`config.mk`:
```
export PLATFORM = sky130hd
export DESIGN_NAME = fp_align_pipe_flat
export DESIGN_NICKNAME = d
export VERILOG_FILES = /design/src/rtl/fp_align_pipe_if.sv /design/src/rtl/fp_align_pipe.sv /design/src/flat_wrapper.sv
export SDC_FILE = /design/constraint.sdc
export NUM_CORES = 1
export LEC_CHECK = 0
export CAP_MARGIN = 40
export CORE_ASPECT_RATIO = 1.2
export CORE_MARGIN = 1
export CORE_UTILIZATION = 38
export CTS_CLUSTER_SIZE = 40
export DETAILED_ROUTE_END_ITERATION = 12
export PLACE_DENSITY_LB_ADDON = 0.3
export SYNTH_ARGS = -nofsm -noshare
export SYNTH_HDL_FRONTEND = slang
export SYNTH_SLANG_ARGS = --single-unit
```
`constraint.sdc`:
```
create_clock -name clk -period 2.8 [get_ports clk]
set_input_delay 0.56 -clock clk [delete_from_list [all_inputs] [get_ports clk]]
set_output_delay 0.56 -clock clk [all_outputs]
set_load 0.05 [all_outputs]
```
`src/rtl/fp_align_pipe_if.sv`:
```
// fp_align_pipe_if: operand/result bundle for the alignment pipe.
//   Input side : in_valid, in_ready, a_in, b_in (packed {sign, exp, mant})
//   Output side: out_valid, out_ready, swap, cancel, exp, moves,
//                sign_a, sign_b, a_mant, b_mant ({hidden, mant, G, R, S})
// The slave modport is the pipe's view; the master modport is the
// surrounding datapath's view (operand source and result sink).
interface fp_align_pipe_if #(
  parameter int EXP_W = 5,
  parameter int MAN_W = 10
);
  localparam int W = 1 + EXP_W + MAN_W;

  logic               in_valid;
  logic               in_ready;
  logic [W-1:0]       a_in;
  logic [W-1:0]       b_in;
  logic               out_valid;
  logic               out_ready;
  logic               swap;
  logic               cancel;
  logic [EXP_W-1:0]   exp;
  logic [EXP_W-1:0]   moves;
  logic               sign_a;
  logic               sign_b;
  logic [MAN_W+3:0]   a_mant;
  logic [MAN_W+3:0]   b_mant;

  modport slave (
    input  in_valid, a_in, b_in, out_ready,
    output in_ready, out_valid, swap, cancel, exp, moves,
           sign_a, sign_b, a_mant, b_mant
  );

  modport master (
    output in_valid, a_in, b_in, out_ready,
    input  in_ready, out_valid, swap, cancel, exp, moves,
           sign_a, sign_b, a_mant, b_mant
  );
endinterface

```
`src/rtl/fp_align_pipe.sv`:
```
// fp_align_pipe: two-stage operand alignment for the FP adder datapath.
//   clk : rising-edge clock
//   rst : synchronous, active-high reset
//   bus : fp_align_pipe_if.slave (operand handshake in, aligned result out)
// Stage 1 decodes both operands, orders them by exponent, computes the
// exponent difference and detects exact cancellation. Stage 2 right-shifts
// the smaller significand, collecting guard/round/sticky. Outputs come
// straight from the stage-2 registers; valid/ready backpressure is full,
// giving a capacity of two pairs.
// Build option: FP_ALIGN_SUBNORMAL_EN keeps subnormals (effective exponent 1,
// hidden bit 0); without it subnormals are flushed to signed zero.
module fp_align_pipe #(
  parameter int EXP_W = 5,
  parameter int MAN_W = 10
) (
  input logic           clk,
  input logic           rst,
  fp_align_pipe_if.slave bus
);
  localparam int          W     = 1 + EXP_W + MAN_W;
  localparam int unsigned SIG_W = MAN_W + 1;

  // Effective exponent, significand with hidden bit, and the magnitude
  // used for cancellation after the subnormal policy has been applied.
  function automatic void f_decode(
    input  logic [W-1:0]     x,
    output logic [EXP_W-1:0] e,
    output logic [SIG_W-1:0] sig,
    output logic [W-2:0]     mag
  );
    logic [EXP_W-1:0] fe;
    logic [MAN_W-1:0] fm;
    fe = x[W-2:MAN_W];
    fm = x[MAN_W-1:0];
`ifdef FP_ALIGN_SUBNORMAL_EN
    e   = (fe == '0 && fm != '0) ? EXP_W'(1) : fe;
    sig = {(fe != '0), fm};
    mag = {fe, fm};
`else
    e   = fe;
    sig = (fe == '0) ? '0 : {1'b1, fm};
    mag = (fe == '0) ? '0 : {fe, fm};
`endif
  endfunction

  // stage-1 combinational
  logic             w_sa, w_sb;
  logic [EXP_W-1:0] w_ea, w_eb;
  logic [SIG_W-1:0] w_siga, w_sigb;
  logic [W-2:0]     w_maga, w_magb;
  logic             w_cancel, w_swap;
  logic [EXP_W-1:0] w_exp, w_moves;
  logic [SIG_W-1:0] w_big_sig, w_small_sig;
  logic             w_sign_a, w_sign_b;

  always_comb begin
    w_sa = bus.a_in[W-1];
    w_sb = bus.b_in[W-1];
    f_decode(bus.a_in, w_ea, w_siga, w_maga);
    f_decode(bus.b_in, w_eb, w_sigb, w_magb);

    w_cancel    = (w_maga == w_magb) && (w_sa != w_sb);
    w_swap      = !w_cancel && (w_eb > w_ea);
    w_exp       = w_ea;
    w_moves     = w_ea - w_eb;
    w_big_sig   = w_siga;
    w_small_sig = w_sigb;
    w_sign_a    = w_sa;
    w_sign_b    = w_sb;
    if (w_swap) begin
      w_exp       = w_eb;
      w_moves     = w_eb - w_ea;
      w_big_sig   = w_sigb;
      w_small_sig = w_siga;
      w_sign_a    = w_sb;
      w_sign_b    = w_sa;
    end
    if (w_cancel) begin
      w_exp       = '0;
      w_moves     = '0;
      w_big_sig   = '0;
      w_small_sig = '0;
    end
  end

  // stage-1 registers
  logic             r1_valid;
  logic             r1_swap, r1_cancel, r1_sign_a, r1_sign_b;
  logic [EXP_W-1:0] r1_exp, r1_moves;
  logic [SIG_W-1:0] r1_sig_a, r1_sig_b;

  // stage-2 combinational: {sig, G, R} shifted right, sticky collects every
  // significand bit that falls below R. A difference of MAN_W+3 or more
  // empties the {sig, G, R} field, leaving sticky = OR of the whole
  // significand.
  logic [SIG_W+1:0] w_sh_b;
  logic             w_sticky;

  always_comb begin
    w_sh_b   = {r1_sig_b, 2'b00} >> r1_moves;
    w_sticky = 1'b0;
    for (int unsigned i = 0; i < SIG_W; i++) begin
      if (r1_sig_b[i] && ((i + 32'd2) < 32'(r1_moves)))
        w_sticky = 1'b1;
    end
  end

  // stage-2 registers
  logic             r2_valid;
  logic             r2_swap, r2_cancel, r2_sign_a, r2_sign_b;
  logic [EXP_W-1:0] r2_exp, r2_moves;
  logic [MAN_W+3:0] r2_a_mant, r2_b_mant;

  logic w_adv2, w_in_ready, w_accept;
  assign w_adv2     = !r2_valid || bus.out_ready;
  assign w_in_ready = !r1_valid || w_adv2;
  assign w_accept   = bus.in_valid && w_in_ready;

  always_ff @(posedge clk) begin
    if (rst) begin
      r1_valid  <= 1'b0;
      r1_swap   <= 1'b0;
      r1_cancel <= 1'b0;
      r1_sign_a <= 1'b0;
      r1_sign_b <= 1'b0;
      r1_exp    <= '0;
      r1_moves  <= '0;
      r1_sig_a  <= '0;
      r1_sig_b  <= '0;
      r2_valid  <= 1'b0;
      r2_swap   <= 1'b0;
      r2_cancel <= 1'b0;
      r2_sign_a <= 1'b0;
      r2_sign_b <= 1'b0;
      r2_exp    <= '0;
      r2_moves  <= '0;
      r2_a_mant <= '0;
      r2_b_mant <= '0;
    end else begin
      if (w_in_ready)
        r1_valid <= bus.in_valid;
      if (w_accept) begin
        r1_swap   <= w_swap;
        r1_cancel <= w_cancel;
        r1_sign_a <= w_sign_a;
        r1_sign_b <= w_sign_b;
        r1_exp    <= w_exp;
        r1_moves  <= w_moves;
        r1_sig_a  <= w_big_sig;
        r1_sig_b  <= w_small_sig;
      end
      if (w_adv2)
        r2_valid <= r1_valid;
      if (w_adv2 && r1_valid) begin
        r2_swap   <= r1_swap;
        r2_cancel <= r1_cancel;
        r2_sign_a <= r1_sign_a;
        r2_sign_b <= r1_sign_b;
        r2_exp    <= r1_exp;
        r2_moves  <= r1_moves;
        r2_a_mant <= {r1_sig_a, 3'b000};
        r2_b_mant <= {w_sh_b, w_sticky};
      end
    end
  end

  assign bus.in_ready  = w_in_ready;
  assign bus.out_valid = r2_valid;
  assign bus.swap      = r2_swap;
  assign bus.cancel    = r2_cancel;
  assign bus.exp       = r2_exp;
  assign bus.moves     = r2_moves;
  assign bus.sign_a    = r2_sign_a;
  assign bus.sign_b    = r2_sign_b;
  assign bus.a_mant    = r2_a_mant;
  assign bus.b_mant    = r2_b_mant;
endmodule
```
`src/flat_wrapper.sv`:
```
// flat-port wrapper written by rule: the top's interface ports become plain ports
module fp_align_pipe_flat 
#(
  parameter int EXP_W = 5,
  parameter int MAN_W = 10
)
  (clk, rst, bus_in_valid, bus_a_in, bus_b_in, bus_out_ready, bus_in_ready, bus_out_valid, bus_swap, bus_cancel, bus_exp, bus_moves, bus_sign_a, bus_sign_b, bus_a_mant, bus_b_mant);
  fp_align_pipe_if #(.EXP_W(EXP_W), .MAN_W(MAN_W)) bus_i ();
  input logic clk;
  input logic rst;
  input wire logic [$bits(bus_i.in_valid)-1:0] bus_in_valid;
  input wire logic [$bits(bus_i.a_in)-1:0] bus_a_in;
  input wire logic [$bits(bus_i.b_in)-1:0] bus_b_in;
  input wire logic [$bits(bus_i.out_ready)-1:0] bus_out_ready;
  output wire logic [$bits(bus_i.in_ready)-1:0] bus_in_ready;
  output wire logic [$bits(bus_i.out_valid)-1:0] bus_out_valid;
  output wire logic [$bits(bus_i.swap)-1:0] bus_swap;
  output wire logic [$bits(bus_i.cancel)-1:0] bus_cancel;
  output wire logic [$bits(bus_i.exp)-1:0] bus_exp;
  output wire logic [$bits(bus_i.moves)-1:0] bus_moves;
  output wire logic [$bits(bus_i.sign_a)-1:0] bus_sign_a;
  output wire logic [$bits(bus_i.sign_b)-1:0] bus_sign_b;
  output wire logic [$bits(bus_i.a_mant)-1:0] bus_a_mant;
  output wire logic [$bits(bus_i.b_mant)-1:0] bus_b_mant;
  assign bus_i.in_valid = bus_in_valid;
  assign bus_i.a_in = bus_a_in;
  assign bus_i.b_in = bus_b_in;
  assign bus_i.out_ready = bus_out_ready;
  assign bus_in_ready = bus_i.in_ready;
  assign bus_out_valid = bus_i.out_valid;
  assign bus_swap = bus_i.swap;
  assign bus_cancel = bus_i.cancel;
  assign bus_exp = bus_i.exp;
  assign bus_moves = bus_i.moves;
  assign bus_sign_a = bus_i.sign_a;
  assign bus_sign_b = bus_i.sign_b;
  assign bus_a_mant = bus_i.a_mant;
  assign bus_b_mant = bus_i.b_mant;
  fp_align_pipe #(.EXP_W(EXP_W), .MAN_W(MAN_W)) u_core (.clk(clk), .rst(rst), .bus(bus_i));
endmodule
```
; ---- Word level (Yosys, flattened, before mapping)
; Cells that the tools add are included.
[classes]
add_sub_neg = 2
multipliers = 0
div = 0
n_lt_le_gt_ge = 12
eq_ne = 2
shift = 1
muxes = 25
bitwise_logic = 0
reduce_logical = 22
[ops]
columns = operator, n
row1 = $mux 11, 6
row2 = $mux 15, 2
row3 = $lt 4x5->1 const A, 5
row4 = $lt 3x5->1 const A, 4
row5 = $mux 5, 4
row6 = $eq 15x15->1, 1
row7 = $logic_and 1x1->1, 15
row8 = $mux 1, 13
row9 = $shr 13x5->13, 1
row10 = $logic_not 5->1, 2
row11 = $lt 2x5->1 const A, 2
row12 = $sub 5x5->5, 2
row13 = $gt 5x5->1, 1
row14 = $logic_not 1->1, 3
row15 = $logic_or 1x1->1, 2
row16 = $ne 1x1->1, 1
[totals]
register_bits = 77
latch_bits = 0
ram_bits = 0
rom_bits = 0
input_bits = 36
out_inout_bits = 44
n_memories = 0

; ---- Longest topological paths before layout
[depth]
word_depth = 13
depth_mapped = 11
ltp_nobuf = 9

; ---- Worst setup path before layout
; OpenSTA, ideal clock, no wires.
[synth_path]
path_type = input-to-reg
startpoint = in bus_b_in[11]
endpoint = reg u_core.r1_sign_b
setup_ps = 120
arrival_time_ps = 2709
path_slack_ps = -28
path_stages = 10
path_cell_list = or4_1 buf_2 or2_0 buf_2 a311oi_2 nand3_1 a2111o_1 buf_6 and3_1 o31a_1
[synth_between]
elab_chain_cells = 7
elab_cells_between_ends = 8
cone_classes = order compare (1) / eq/ne (1) / mux (2) / reduce/logical (4)
[synth_rtl]
columns = element, line_no
row1 = "start, declared", flat_wrapper.sv:13  ; input wire logic [$bits(bus_i.b_in)-1:0] bus_b_in;
row2 = $logic_not 5->1, fp_align_pipe.sv:42  ; mag = (fe == '0) ? '0 : {fe, fm};
row3 = $mux 15, fp_align_pipe.sv:42
row4 = $eq 15x15->1, fp_align_pipe.sv:62  ; w_cancel = (w_maga == w_magb) && (w_sa != w_sb);
row5 = $logic_and 1x1->1, fp_align_pipe.sv:62
row6 = $logic_not 1->1, fp_align_pipe.sv:63  ; w_swap = !w_cancel && (w_eb > w_ea);
row7 = $logic_and 1x1->1 *, fp_align_pipe.sv:63
row8 = $mux 1 *, fp_align_pipe.sv:70  ; if (w_swap) begin
row9 = "end signal, assigned", fp_align_pipe.sv:146  ; r1_sign_b <= w_sign_b;
row10 = "end, declared", fp_align_pipe.sv:88  ; logic r1_swap, r1_cancel, r1_sign_a, r1_sign_b;
; Every way passes the cells marked *; elsewhere a longest branch is shown, timed or not.
; A chain may end at the register's enable or synchronous reset.

; ---- Worst setup path after layout
[layout_path]
startpoint = in bus_a_in[12]
endpoint = reg u_core.r1_moves[4]
[layout_between]
elab_chain_cells = 8
elab_cells_between_ends = 11
cone_classes = add/sub (2) / order compare (1) / eq/ne (1) / mux (3) / reduce/logical (4)
[layout_rtl]
columns = element, line_no
row1 = "start, declared", flat_wrapper.sv:12  ; input wire logic [$bits(bus_i.a_in)-1:0] bus_a_in;
row2 = $logic_not 5->1, fp_align_pipe.sv:42
row3 = $mux 15, fp_align_pipe.sv:42
row4 = $eq 15x15->1, fp_align_pipe.sv:62
row5 = $logic_and 1x1->1, fp_align_pipe.sv:62
row6 = $logic_not 1->1, fp_align_pipe.sv:63
row7 = $logic_and 1x1->1, fp_align_pipe.sv:63
row8 = $mux 5, fp_align_pipe.sv:70
row9 = $mux 5 *, fp_align_pipe.sv:78  ; if (w_cancel) begin
row10 = "end signal, assigned", fp_align_pipe.sv:148  ; r1_moves <= w_moves;
row11 = "end, declared", fp_align_pipe.sv:89  ; logic [EXP_W-1:0] r1_exp, r1_moves;
; Marked as above.

==> summary.txt <==
status: finished clean
Vias: 4,636
CP max stage delay: 560 ps
total global routing overflow: 0
# hold bufs at CTS: 0
clk_skew: 5.92 ps
DRT antenna net count: 0
Clk network pwr share: 38.5%
Die X-Extent: 99.8 µm
initial antenna violation count: 0
Site Rows: 42
register area share after synthesis: 35.4%
post-synthesis instance total: 604
Distinct cells, synth: 55
Worst Hold Path EP: u_core.r1_sig_a[1]
largest net degree at the start of global routing: 48
Worst Path Required: 3020 ps
beginning of the worst hold path: u_core.r1_sig_a[1]
Pins Over Slew Limit: 0
drt total wl: 12,600 µm
worst hold slack: 453 ps
critical path class: input port to flop
P per Cell Area: 538 nW/µm²
CP Depth: 9
pre-CTS WS: -490 ps
drt pass-1 iters: 6
fmax: 367 MHz
Via density: 5.35
maximum vdd drop: 0.316 mV
Crit-path slowest cell: clkdlybuf4s50_1
leading post-synthesis cells by cell area: dfxtp_1 35%, nand2_1 10%, a21oi_1 8.0%
LEAKAGE: 0.00235 µW
post-route cell area: 6020 µm²
Ant. Diodes: 0
Yosys reg bits: 77
worst path bufs/invs: 1
final period utilization: 97.4%
clk_lat worst skew: 330 ps
Worst R2R End: u_core.bus.b_mant[1]
Tot GR Track Use: 21.6%
Wirelength per Cell: 14.6 µm
global-route wire length before repair: 20,600 µm
number of synthesized flops with an enable pin: 0
commonest non-fill, non-tap cells in the layout: 119 x nand2_1, 77 x dfxtp_1, 70 x clkdlybuf4s50_1, 69 x a21oi_1, 61 x buf_4
Die ar.: 11,900 µm²
# port buffers: 76
worst-path fanout max: 4
main flop type after synthesis: dfxtp_1
NumNets Final: 754
Logic pwr share: 23.2%
CP endpoint kind: flop
Setup WS post-layout: 72.4 ps
Root Driver: clkbuf_16
syn_area_per_cell: 7.22 µm²
Slew Limit Headroom: 45.4%
sw power: 940 µW
DRT iter0 DRCs: 377
Sink Count: 77
P_int: 2300 µW
Placer Congestion: 0.880
Clock Tree Buf Depth: 2
CTS tree: built
hold depth: 2
Reg2Reg Depth: 7
R2R Path Start: u_core.r1_moves[1]
crit path cell chain: clkdlybuf4s50_1 -> ha_1 -> a21oi_1 -> nand2_1 -> o31ai_2 -> mux2i_1 -> o21ai_0 -> or3_1 -> a41o_1
DRC: 0
vias in the first global route: 4,276
YS warnings: 0
CTS buffer count: 9
Worst path top cell family by delay: compound AO/OA/AOI/OAI gates
Critical Path Source Type: input port
Flop pwr share: 38.3%
Placed Area: 5630 µm²
htree depth: 3
Max-Cap Viols: 0
Tightest Pin Transition: 818 ps
CP arrival: 2950 ps
fillers: 1,072
Area growth syn-to-layout: 38.0%
Cell Area, Synth: 4360 µm²
HPWL Detailed: 9200 µm
Synth area leader: dfxtp_1
initial core utilization: 39.3%
setup violation total in the final timing report: 0
die height: 119 µm
Async S/R FF share, synth: 0%
most common cell after layout, fill and taps aside: nand2_1
Sw Ratio: 29.1%
# IOs: 80
worst hold path type: flop to flop
min Tclk post-route: 2730 ps
Core ar.: 11,100 µm²
top-area cell type share of the netlist area: 35.4%
total power: 3230 µW
share of cells above drive strength 1: 14.0%
clock slew at reported path FFs: 60 ps
final hold vios: 0
FF-to-FF setup slack: 580 ps
-- power by group through the flow --
stage | clock [µW] | sequential [µW] | combinational (µW)
2_1_floorplan | 0 | 1280 | 426
3_3_place_gp | 0 | 1260 | 731
3_5_place_dp | 0 | 1260 | 739
4_1_cts | 1270 | 1240 | 745
5_1_grt | 1310 | 1250 | 819
6_report | 1240 | 1240 | 752
-- worst reg2reg max path: stages, from the launching register on --
cell and delay, ps:
dfxtp_1 850, mux2_2 440, mux2i_1 190, o21ai_0 170, nand2_1 120, o21ai_0 80
a22oi_1 180, nor2_1 60
-- synthesized netlist by cell type (4+ instances only) --
master and number:
o22ai_1 7, nor3_1 6, nor2b_1 4, o31a_1 4
mux2_2 6, inv_1 21, nand4_1 4, buf_2 5
dfxtp_1 77, o31ai_1 7, o21ai_0 42, nor2_1 38
clkbuf_1 35, ha_1 9, a21boi_0 4, nand2_1 119
xnor2_1 6, a22oi_1 15, buf_1 7, nand3_1 55
a21oi_1 70, nand2b_1 4, mux2i_1 15
-- through the flow --
stage	instances	setup TNS [ps]	utilization (%)
after floorplan	606	0	-
after global placement	848	-12440	50.7
after detailed placement	848	-14000	50.7
after CTS	865	0	53.8
after global routing	866	-14.5	54.3
final	866	0	54.3
-- cells by family after synthesis --
group	share of synthesized area (%)
and+or+nand+nor	24.6
AOI/OAI and AO/OA	23.2
DFF	35.4
buffers and inverters	6.86
muxes	4.99
adders and majority gates	3.50
xor gates and xnor gates	1.41
other	0.0860
-- metal layers --
metal	wire, µm	vias up	part of all wire (%)	GRT usage (%)
met5	0	-	0	0
met4	245	0	1.9	8.18
met3	551	23	4.4	3.87
met2	6040	156	48	34.8
met1	5790	2150	46	28.4
li1	-	2307	-	-
-- what timing repair did --
| item | in CTS | in global routing |
|---|---|---|
| pin swaps | 5 | 4 |
| resized for setup | 4 | 11 |
| setup endpoints to repair | 36 | 34 |
| gates cloned | 0 | 1 |
| setup buffers | 1 | 0 |
-- registers in the layout (all words and copies together), names as in the netlist --
register and flops:
u_core.bus.a_mant 11, u_core.bus.b_mant 14, u_core.bus.cancel 1, u_core.bus.exp 5
u_core.bus.moves 5, u_core.bus.out_valid 1, u_core.bus.sign_a 1, u_core.bus.sign_b 1
u_core.bus.swap 1, u_core.r1_cancel 1, u_core.r1_exp 5, u_core.r1_moves 5
u_core.r1_sig_a 11, u_core.r1_sig_b 11, u_core.r1_sign_a 1, u_core.r1_sign_b 1
u_core.r1_swap 1, u_core.r1_valid 1
-- worst max path at each step --
| stage | slack (ps) | to | startpoint |
|---|---|---|---|
| after floorplan | 20 | u_core.r1_sign_b | bus_b_in[11] |
| after detailed placement | -490 | u_core.r1_sign_a | bus_b_in[11] |
| final | 70 | u_core.r1_moves[4] | bus_a_in[12] |
| after global placement | -450 | u_core.r1_sign_a | bus_b_in[11] |
| after CTS | 3 | u_core.r1_sign_a | bus_b_in[10] |
| after global routing | -10 | u_core.r1_moves[4] | bus_a_in[12] |
-- cell type report --
| cell class | instances | area (µm²) | area share, % |
|---|---|---|---|
| multi-input combinational | 456 | 2560 | 42.5 |
| clock inverter | 5 | 83.8 | 1.39 |
| timing repair buffer | 141 | 1320 | 21.9 |
| clock buffer | 11 | 243 | 4.03 |
| inverter | 22 | 82.6 | 1.37 |
| tap | 154 | 193 | 3.20 |
| sequential | 77 | 1540 | 25.6 |
Power figures use the tool's default switching activity.
